==> src/rtl/ccip_mmio_initiator.sv <==
// CCI-P MMIO initiator: turns simple read/write commands into c0 MMIO
// requests toward an AFU and returns TID-matched c2 read responses.

package ccip_if_pkg;
    localparam int unsigned CCIP_CLDATA_W   = 512;
    localparam int unsigned CCIP_MMIOADDR_W = 16;
    localparam int unsigned CCIP_TID_W      = 9;
    localparam int unsigned CCIP_MMIODATA_W = 64;

    typedef struct packed {
        logic [CCIP_MMIOADDR_W-1:0] address;
        logic [1:0]                 length;
        logic                       rsvd;
        logic [CCIP_TID_W-1:0]      tid;
    } t_ccip_c0_ReqMmioHdr;

    typedef struct packed {
        logic [CCIP_TID_W-1:0] tid;
    } t_ccip_c2_RspMmioHdr;

    typedef struct packed {
        t_ccip_c0_ReqMmioHdr      hdr;
        logic [CCIP_CLDATA_W-1:0] data;
        logic                     rspValid;
        logic                     mmioRdValid;
        logic                     mmioWrValid;
    } t_if_ccip_c0_Rx;

    typedef struct packed {
        logic [27:0] hdr;
        logic        rspValid;
    } t_if_ccip_c1_Rx;

    typedef struct packed {
        t_if_ccip_c0_Rx c0;
        t_if_ccip_c1_Rx c1;
        logic           c0TxAlmFull;
        logic           c1TxAlmFull;
    } t_if_ccip_Rx;

    typedef struct packed {
        logic [73:0] hdr;
        logic        valid;
    } t_if_ccip_c0_Tx;

    typedef struct packed {
        logic [79:0]              hdr;
        logic [CCIP_CLDATA_W-1:0] data;
        logic                     valid;
    } t_if_ccip_c1_Tx;

    typedef struct packed {
        t_ccip_c2_RspMmioHdr        hdr;
        logic                       mmioRdValid;
        logic [CCIP_MMIODATA_W-1:0] data;
    } t_if_ccip_c2_Tx;

    typedef struct packed {
        t_if_ccip_c0_Tx c0;
        t_if_ccip_c1_Tx c1;
        t_if_ccip_c2_Tx c2;
    } t_if_ccip_Tx;
endpackage

module ccip_mmio_initiator
    import ccip_if_pkg::*;
#(
    parameter int unsigned TIMEOUT_CYCLES = 512,
    parameter int unsigned ERR_CNT_W      = 16
) (
    input  logic                 clk,
    input  logic                 rst,
    input  logic                 cmd_valid,
    output logic                 cmd_ready,
    input  logic                 cmd_write,
    input  logic                 cmd_len8,
    input  logic [15:0]          cmd_addr,
    input  logic [63:0]          cmd_data,
    output logic                 rsp_valid,
    input  logic                 rsp_ready,
    output logic [63:0]          rsp_data,
    output logic                 rsp_timeout,
    output logic [8:0]           rsp_tid,
    output logic [ERR_CNT_W-1:0] err_cnt,
    output t_if_ccip_Rx          cp2af_sRxPort,
    input  t_if_ccip_Tx          af2cp_sTxPort
);

    localparam int unsigned TID_W = 9;
    localparam int unsigned TMO_W = $clog2(TIMEOUT_CYCLES);
    localparam logic [TMO_W-1:0] TMO_LAST = TMO_W'(TIMEOUT_CYCLES - 1);

    localparam logic [2:0] S_IDLE    = 3'd0;
    localparam logic [2:0] S_WR      = 3'd1;
    localparam logic [2:0] S_RD_REQ  = 3'd2;
    localparam logic [2:0] S_RD_WAIT = 3'd3;
    localparam logic [2:0] S_RSP     = 3'd4;

    logic [2:0]           state_q, state_d;
    logic [TID_W-1:0]     tid_q, tid_d;
    logic [TID_W-1:0]     out_tid_q, out_tid_d;
    logic                 out_len8_q, out_len8_d;
    logic [TMO_W-1:0]     tmo_q, tmo_d;
    logic                 cmd_ready_q, cmd_ready_d;
    logic                 rsp_valid_q, rsp_valid_d;
    logic                 rsp_timeout_q, rsp_timeout_d;
    logic [63:0]          rsp_data_q, rsp_data_d;
    logic [TID_W-1:0]     rsp_tid_q, rsp_tid_d;
    logic [ERR_CNT_W-1:0] err_q, err_d;
    t_if_ccip_Rx          rx_q, rx_d;

    logic                 cmd_fire;
    logic                 misalign;
    logic                 c2_hit;
    logic                 stray;
    logic [1:0]           err_inc;
    logic [ERR_CNT_W:0]   err_sum;
    logic                 unused_tx;

    // Handshake qualification and response classification.
    assign cmd_fire = cmd_valid && cmd_ready_q;
    assign misalign = cmd_fire && cmd_len8 && cmd_addr[0];
    assign c2_hit   = af2cp_sTxPort.c2.mmioRdValid && (state_q == S_RD_WAIT)
                      && (af2cp_sTxPort.c2.hdr.tid == out_tid_q);
    assign stray    = af2cp_sTxPort.c2.mmioRdValid && !c2_hit;
    assign err_inc  = 2'(misalign) + 2'(stray);
    assign err_sum  = {1'b0, err_q} + (ERR_CNT_W + 1)'(err_inc);

    // Request channels from the AFU are never consumed.
    assign unused_tx = ^{af2cp_sTxPort.c0, af2cp_sTxPort.c1};

    // Next-state and registered-output logic.
    always_comb begin
        state_d       = state_q;
        tid_d         = tid_q;
        out_tid_d     = out_tid_q;
        out_len8_d    = out_len8_q;
        tmo_d         = tmo_q;
        rsp_valid_d   = rsp_valid_q;
        rsp_timeout_d = rsp_timeout_q;
        rsp_data_d    = rsp_data_q;
        rsp_tid_d     = rsp_tid_q;
        rx_d          = rx_q;
        rx_d.c0.mmioWrValid = 1'b0;
        rx_d.c0.mmioRdValid = 1'b0;
        rx_d.c0.rspValid    = 1'b0;
        rx_d.c1             = '0;
        rx_d.c0TxAlmFull    = 1'b0;
        rx_d.c1TxAlmFull    = 1'b0;

        case (state_q)
            S_IDLE: begin
                if (cmd_fire && !misalign) begin
                    rx_d.c0.hdr.address = cmd_addr;
                    rx_d.c0.hdr.length  = cmd_len8 ? 2'b01 : 2'b00;
                    rx_d.c0.hdr.rsvd    = 1'b0;
                    rx_d.c0.hdr.tid     = tid_q;
                    rx_d.c0.data        = '0;
                    tid_d               = tid_q + TID_W'(1);
                    if (cmd_write) begin
                        rx_d.c0.mmioWrValid = 1'b1;
                        rx_d.c0.data[63:0]  = cmd_len8 ? cmd_data : {32'h0, cmd_data[31:0]};
                        state_d             = S_WR;
                    end else begin
                        rx_d.c0.mmioRdValid = 1'b1;
                        out_tid_d           = tid_q;
                        out_len8_d          = cmd_len8;
                        tmo_d               = '0;
                        state_d             = S_RD_REQ;
                    end
                end
            end
            S_WR:     state_d = S_IDLE;
            S_RD_REQ: state_d = S_RD_WAIT;
            S_RD_WAIT: begin
                if (c2_hit) begin
                    rsp_valid_d   = 1'b1;
                    rsp_timeout_d = 1'b0;
                    rsp_data_d    = out_len8_q ? af2cp_sTxPort.c2.data
                                               : {32'h0, af2cp_sTxPort.c2.data[31:0]};
                    rsp_tid_d     = out_tid_q;
                    state_d       = S_RSP;
                end else if (tmo_q == TMO_LAST) begin
                    rsp_valid_d   = 1'b1;
                    rsp_timeout_d = 1'b1;
                    rsp_data_d    = 64'hFFFF_FFFF_FFFF_FFFF;
                    rsp_tid_d     = out_tid_q;
                    state_d       = S_RSP;
                end else begin
                    tmo_d = tmo_q + TMO_W'(1);
                end
            end
            S_RSP: begin
                if (rsp_ready) begin
                    rsp_valid_d = 1'b0;
                    state_d     = S_IDLE;
                end
            end
            default: state_d = S_IDLE;
        endcase

        cmd_ready_d = (state_d == S_IDLE);
        err_d       = err_sum[ERR_CNT_W] ? '1 : err_sum[ERR_CNT_W-1:0];
    end

    // State and output registers.
    always_ff @(posedge clk) begin
        if (rst) begin
            state_q       <= S_IDLE;
            tid_q         <= '0;
            out_tid_q     <= '0;
            out_len8_q    <= 1'b0;
            tmo_q         <= '0;
            cmd_ready_q   <= 1'b0;
            rsp_valid_q   <= 1'b0;
            rsp_timeout_q <= 1'b0;
            rsp_data_q    <= '0;
            rsp_tid_q     <= '0;
            err_q         <= '0;
            rx_q          <= '0;
        end else begin
            state_q       <= state_d;
            tid_q         <= tid_d;
            out_tid_q     <= out_tid_d;
            out_len8_q    <= out_len8_d;
            tmo_q         <= tmo_d;
            cmd_ready_q   <= cmd_ready_d;
            rsp_valid_q   <= rsp_valid_d;
            rsp_timeout_q <= rsp_timeout_d;
            rsp_data_q    <= rsp_data_d;
            rsp_tid_q     <= rsp_tid_d;
            err_q         <= err_d;
            rx_q          <= rx_d;
        end
    end

    assign cmd_ready     = cmd_ready_q;
    assign rsp_valid     = rsp_valid_q;
    assign rsp_timeout   = rsp_timeout_q;
    assign rsp_data      = rsp_data_q;
    assign rsp_tid       = rsp_tid_q;
    assign err_cnt       = err_q;
    assign cp2af_sRxPort = rx_q;

endmodule
==> config.mk <==
export PLATFORM = sky130hd
export DESIGN_NAME = ccip_mmio_initiator
export DESIGN_NICKNAME = d
export VERILOG_FILES = /design/src/rtl/ccip_mmio_initiator.sv
export SDC_FILE = /design/constraint.sdc
export NUM_CORES = 1
export LEC_CHECK = 0
export CAP_MARGIN = 30
export CORE_AREA = 4 4 575 577
export CTS_BUF_LIST = sky130_fd_sc_hd__clkbuf_8
export DETAILED_ROUTE_END_ITERATION = 8
export DIE_AREA = 0 0 579 581
export GPL_ROUTABILITY_DRIVEN = 0
export PLACE_DENSITY = 0.31
export SYNTH_ARGS = -nofsm -noshare
export SYNTH_HDL_FRONTEND = slang
export SYNTH_SLANG_ARGS = --single-unit
==> constraint.sdc <==
create_clock -name clk -period 3.9 [get_ports clk]
set_input_delay 0.39 -clock clk [delete_from_list [all_inputs] [get_ports clk]]
set_output_delay 0.39 -clock clk [all_outputs]
set_load 0.02 [all_outputs]
==> results of run 1 <==
-- sequential cells by signal (all words and copies together) (netlist names) --
| name | flops |
|---|---|
| cmd_ready | 1 |
| rsp_timeout | 1 |
| state_q | 3 |
| rsp_valid | 1 |
| tmo_q | 9 |
| out_len8_q | 1 |
| err_cnt | 16 |
| tid_q | 9 |
| cp2af_sRxPort | 92 |
| rsp_data | 64 |
| out_tid_q | 9 |
| rsp_tid | 9 |
-- cell usage after synthesis, types with 5 or more instances --
| cell type | n | area [um^2] |
|---|---|---|
| a21oi_1 | 85 | 425 |
| a22o_1 | 32 | 280 |
| a22oi_1 | 32 | 240 |
| and3_1 | 13 | 81.3 |
| buf_1 | 6 | 22.5 |
| buf_2 | 6 | 30.0 |
| buf_4 | 482 | 3620 |
| clkbuf_1 | 60 | 225 |
| dfxtp_1 | 215 | 4300 |
| mux2i_1 | 11 | 110 |
| nand2_1 | 105 | 394 |
| nand2b_1 | 5 | 31.3 |
| nand3_1 | 14 | 70.1 |
| nand4_1 | 9 | 56.3 |
| nor2_1 | 89 | 334 |
| nor3_1 | 107 | 536 |
| nor3_2 | 28 | 280 |
| o211ai_1 | 5 | 37.5 |
| o21ai_0 | 5 | 25.0 |
| o311ai_0 | 6 | 52.6 |
| xnor2_1 | 8 | 70.1 |
| xor2_1 | 17 | 149 |
-- area by class of cell --
type / instances / area, um^2
fillers: 38500 / 306000
well taps: 4346 / 5440
multi-input cells: 1087 / 5320
flip-flops and latches: 215 / 4310
repair buffers: 377 / 3730
clock buffers: 57 / 785
clock inverters: 29 / 220
diodes: 10 / 25.0
inverters: 4 / 15.0
-- routing by layer --
| metal | vias to the layer above | wire (um) | part of all wire, % |
|---|---|---|---|
| li1 | 4381 | - | - |
| met1 | 4300 | 22500 | 32 |
| met2 | 774 | 34100 | 48 |
| met3 | 130 | 10700 | 15 |
| met4 | 2 | 2930 | 4.2 |
| met5 | - | 13 | 0.018 |
-- per-stage QoR --
step	hold WS (ns)	util [%]
finish	0.243	6.08
global route	0.152	6.08
CTS	0.0660	6.08
detailed placement	0.450	5.76
global placement	0.455	5.76
floorplan	0.430	-
-- power by group through the flow --
| stage | sequential, mW | combinational [mW] | clock (mW) |
|---|---|---|---|
| 6_report | 2.25 | 0.876 | 2.76 |
| 5_1_grt | 2.26 | 0.955 | 3.05 |
| 4_1_cts | 2.25 | 0.884 | 3.01 |
| 3_5_place_dp | 2.30 | 0.882 | 0 |
| 3_3_place_gp | 2.30 | 0.885 | 0 |
| 2_1_floorplan | 2.33 | 0.883 | 0 |
-- kinds of logic (layout without fill, tap and decap cells) --
logic type / count (synthesis) / in the layout / synth area share [%]
adders and majority gates: 5 / 5 / 0.597
AOI/OAI and AO/OA: 178 / 178 / 9.90
DFF: 215 / 215 / 36.7
buffers and inverters: 562 / 467 / 33.7
xor gates and xnor gates: 25 / 25 / 1.87
and+or+nand+nor: 386 / 386 / 16.3
other: 1 / 492 / 0.0320
muxes: 11 / 11 / 0.938
-- worst max-delay path, cell delays in order (launching register included) --
cell	delay [ns]
dfxtp_1	0.36
xor2_1	0.19
or4b_1	0.58
nor3_4	0.21
nor2b_1	0.07
buf_4	0.17
fa_1	0.42
ha_1	0.22
buf_4	0.14
and3_1	0.26
nand3_1	0.13
xor2_1	0.15
a21oi_1	0.08
-- worst max-delay path by stage --
stage,cells past startpoint,to,start,slack (ns)
2_1_floorplan,14,err_cnt[14]$_SDFF_PP0_,state_q[2]$_SDFF_PP0_,0.77
3_3_place_gp,13,err_cnt[12]$_SDFF_PP0_,af2cp_sTxPort[73],0.29
3_5_place_dp,13,err_cnt[12]$_SDFF_PP0_,af2cp_sTxPort[65],0.32
4_1_cts,12,err_cnt[10]$_SDFF_PP0_,out_tid_q[8]$_SDFFE_PP0P_,0.70
5_1_grt,12,err_cnt[14]$_SDFF_PP0_,out_tid_q[8]$_SDFFE_PP0P_,0.54
6_report,12,err_cnt[10]$_SDFF_PP0_,out_tid_q[8]$_SDFFE_PP0P_,0.74
==> flow_summary.ini, run 1 <==
[cts]
cts-root-buf = clkbuf_8
postCtsHoldBufs = 1
cts_tree = yes
cts_buffers = 48
clock_latency_ns = 0.72
clk_path_buf_depth = 3
cts-resized-gates = 0
clkSlewWorstSetupHoldPaths_ns = 0.06
cts_sinks = 215
cts.htree.levels = 2
cts_setup_buffers = 0

[sta]
relSlewSlack_pct = 36.9
drv_slew = 0
worst_pin_slew_ns = 0.946
rsz0062_at_grt = no
post-route-period-util_pct = 81.1
finalSetupViolCount = 0
hold_viol = 0
worst_slack_ns = 0.737
max_freq_ghz = 0.316
min_period_ns = 3.16
fin_tns_setup_ns = 0
fin_skew_ns = 0.0340

[power]
combPwrFrac_pct = 14.9
seqPwrFrac_pct = 38.3
clkPwrFrac_pct = 46.8
swShare_pct = 33.2
ir_worst_vdd_v = 0.000174
p_leak_nw = 6.38
internal-power_mw = 3.93
p_switching_mw = 1.95
power_density_mw_per_mm2 = 297
total_power_mw = 5.89

[global_route]
grt_use_met1_pct = 3.61
grt_max_degree = 107
grtUsageTotal_pct = 3.98
grtUsageMet2_pct = 7.00
grt_pass1_vias = 9006
busiest_layer = met2
grt_overflow = 0
grt_pass1_wl_um = 88000
antenna_found_initial = 46
grt_use_met3_pct = 2.48

[layout]
final_cells = 6125
drive_above_1_share_pct = 8.03
final_common_cell = conb_1
layout_common_cells = conb_1 (482), clkdlybuf4s50_1 (342), dfxtp_1 (214)
nets = 2566
area_growth_pct = 69.0
stdcell_area_mm2 = 0.0198

[route]
drtIter0Drc = 326
wl_per_cell_um = 11.5
postRouteWirelength_um = 70300
dr.pass1.iters = 6
drc = 0
via_per_inst = 1.57
routed-via-count = 9587
antenna_left = 0

[yosys]
syn_area_per_cell_um2 = 8.49
yosysUniqueCellTypes = 46
yosysSeqAreaShare_pct = 36.7
ys.flop_type = dfxtp_1
synth_area_mm2 = 0.0117
synth_edf_count = 0
syn-instance-count = 1383
ys_seq_elements = 215
async_flop_share_pct = 0
ys_warn_count = 0

[die]
die_y_um = 581
die_w_um = 579
core.rowCount = 210
die_area_mm2 = 0.336
core_mm2 = 0.326
initial_utilization_pct = 3.60
io_pins = 1494

[min_path]
hp-class = primary input to flip-flop
whs_path_depth = 3
min_to = cp2af_sRxPort[572]$_SDFFE_PP0P_
hp-start = cmd_addr[14]

[critical_path]
reg2reg_slack_ns = 0.74
crit_type = flip-flop to flip-flop
worstPathArrival_ns = 3.71
ff2ff_path_depth = 12
worst_setup_path_end_kind = flip-flop
cp_data_required_time_ns = 4.44
r2r_end = err_cnt[10]$_SDFF_PP0_
startpoint_type = flip-flop
r2r-start = out_tid_q[8]$_SDFFE_PP0P_
crit_fanout = 5

[status]
run_status = completed

[place]
dp_cells = 6028
dpl_cell_area_mm2 = 0.0188
dp_slack_ns = 0.318
dp_hpwl_um = 59800
io_buffers = 343

[job]
maxCapViolations = 0
Note: power is estimated with default switching activity, not from simulation.
==> run 2, diff against run 1 <==
==> constraint.sdc (replaced) <==
create_clock -name clk -period 3.09 [get_ports clk]
set_input_delay 0.309 -clock clk [delete_from_list [all_inputs] [get_ports clk]]
set_output_delay 0.309 -clock clk [all_outputs]
set_load 0.02 [all_outputs]
==> flow_summary.ini, run 2 (same netlist as run 1, synthesis figures left out) <==
[layout]
fillers = 38400
regArea_mm2 = 0.00431
stdcell_area_mm2 = 0.0200
drive_above_1_share_pct = 8.84
area_growth_pct = 70.3
largest_register_ffs = 92
layout_common_cells = conb_1 (482), clkdlybuf4s50_1 (336), dfxtp_1 (214)
nets = 2574
multiInputGateArea_mm2 = 0.00532
final_common_cell = conb_1

[route]
antenna_left = 0
postRouteWirelength_um = 68200
drtIter0Drc = 317
drc = 0
via_per_inst = 1.57
wl_per_cell_um = 11.1
routed-via-count = 9605
dr.pass1.iters = 4

[sta]
post-route-period-util_pct = 92.6
drv_slew = 0
max_freq_ghz = 0.350
relSlewSlack_pct = 47.9
rsz0062_at_grt = no
hold_viol = 0
fin_skew_ns = 0.0644
worst_pin_slew_ns = 0.779
min_period_ns = 2.86
holdWs_ns = 0.152
finalSetupViolCount = 0

[die]
die_y_um = 581
die_w_um = 579
core_mm2 = 0.326
die_area_mm2 = 0.336
core.rowCount = 210
io_pins = 1494
initial_utilization_pct = 3.60

[cts]
cts-resized-gates = 0
cts_sinks = 215
cts_setup_buffers = 0
cts.htree.levels = 2
postCtsHoldBufs = 1
cts-root-buf = clkbuf_8
clkSlewWorstSetupHoldPaths_ns = 0.06
cts_buffers = 49
clk_path_buf_depth = 3
clock_latency_ns = 0.77
cts_tree = yes

[critical_path]
slowest_delay_ns = 0.49
worst_setup_path_end_kind = flip-flop
worstPathArrival_ns = 3.43
cp_data_required_time_ns = 3.66
cp_top_family = simple AND/OR/NAND/NOR gates
startpoint_type = flip-flop
slowest_stage = or4b_1
crit_type = flip-flop to flip-flop
worst-path-buf-inv = 1
path_cells = and3b_1 -> or4b_1 -> nor3_4 -> nor2b_1 -> fa_1 -> ha_1 -> buf_4 -> and3_1 -> nand2_1 -> mux2i_1 -> nor2_1
crit_fanout = 5

[place]
io_buffers = 343
dp_hpwl_um = 58300
dpl_cell_area_mm2 = 0.0189

[global_route]
grtUsageTotal_pct = 3.86
grt_overflow = 0
grt_pass1_vias = 9129
grt_pass1_wl_um = 85900
antenna_found_initial = 45
grt_max_degree = 60

[min_path]
hp-class = primary input to flip-flop

[power]
ir_worst_vdd_v = 0.000323
p_leak_nw = 6.48
power_density_mw_per_mm2 = 381

[job]
maxCapViolations = 0

[status]
run_status = completed
-- run 2: worst min-delay path, delay by kind of cell --
| family | cells | cell delay, ns |
|---|---|---|
| buffers and inverters | 1 | 0.40 |
| and+or+nand+nor | 2 | 0.16 |
-- run 2: worst paths after layout --
path / start / end / slack, ns / cells after the start
worst max-delay path: state_q[0]$_SDFF_PP0_ / err_cnt[12]$_SDFF_PP0_ / 0.23 / 11
worst min-delay path: af2cp_sTxPort[23] / rsp_data[23]$_SDFFE_PP0P_ / 0.15 / 3
worst max register to register: state_q[0]$_SDFF_PP0_ / err_cnt[12]$_SDFF_PP0_ / 0.23 / 11
worst min register to register: cp2af_sRxPort[565]$_SDFFE_PP0P_ / cp2af_sRxPort[565]$_SDFFE_PP0P_ / 0.46 / 2
-- run 2: through the flow --
| stage | utilization [%] | cells | setup WS [ns] | total power, mW | TNS [ns] |
|---|---|---|---|---|---|
| detailed placement | 5.79 | 6035 | -0.196 | 4.02 | -0.935 |
| finish | 6.13 | 6135 | 0.230 | 7.62 | 0 |
| global route | 6.12 | 6126 | 0.0279 | 8.09 | 0 |
| floorplan | - | 1864 | 0.0285 | 4.05 | 0 |
| CTS | 6.12 | 6123 | 0.212 | 7.92 | 0 |
| global placement | 5.79 | 6034 | -0.230 | 4.02 | -2.48 |
-- run 2: area by class of cell --
class	instances	area share, %
sequential	215	21.5
multi-input combinational	1087	26.6
clock buffer	58	3.99
timing repair buffer	384	19.1
inverter	4	0.0751
antenna	12	0.150
tap	4346	27.2
clock inverter	29	1.30
-- run 2: metal layers --
metal | wire, um | share of wire (%) | global-route usage, %
met5 | 79 | 0.12 | 0
met4 | 2140 | 3.1 | 1.31
met3 | 11700 | 17 | 2.86
met2 | 31400 | 46 | 6.52
met1 | 22800 | 33 | 3.58
-- run 2: where the power goes --
part	internal, mW	switching [mW]	total [mW]
logic	0.303	0.812	1.11
registers	2.81	0.0297	2.84
clock network	2.05	1.61	3.66
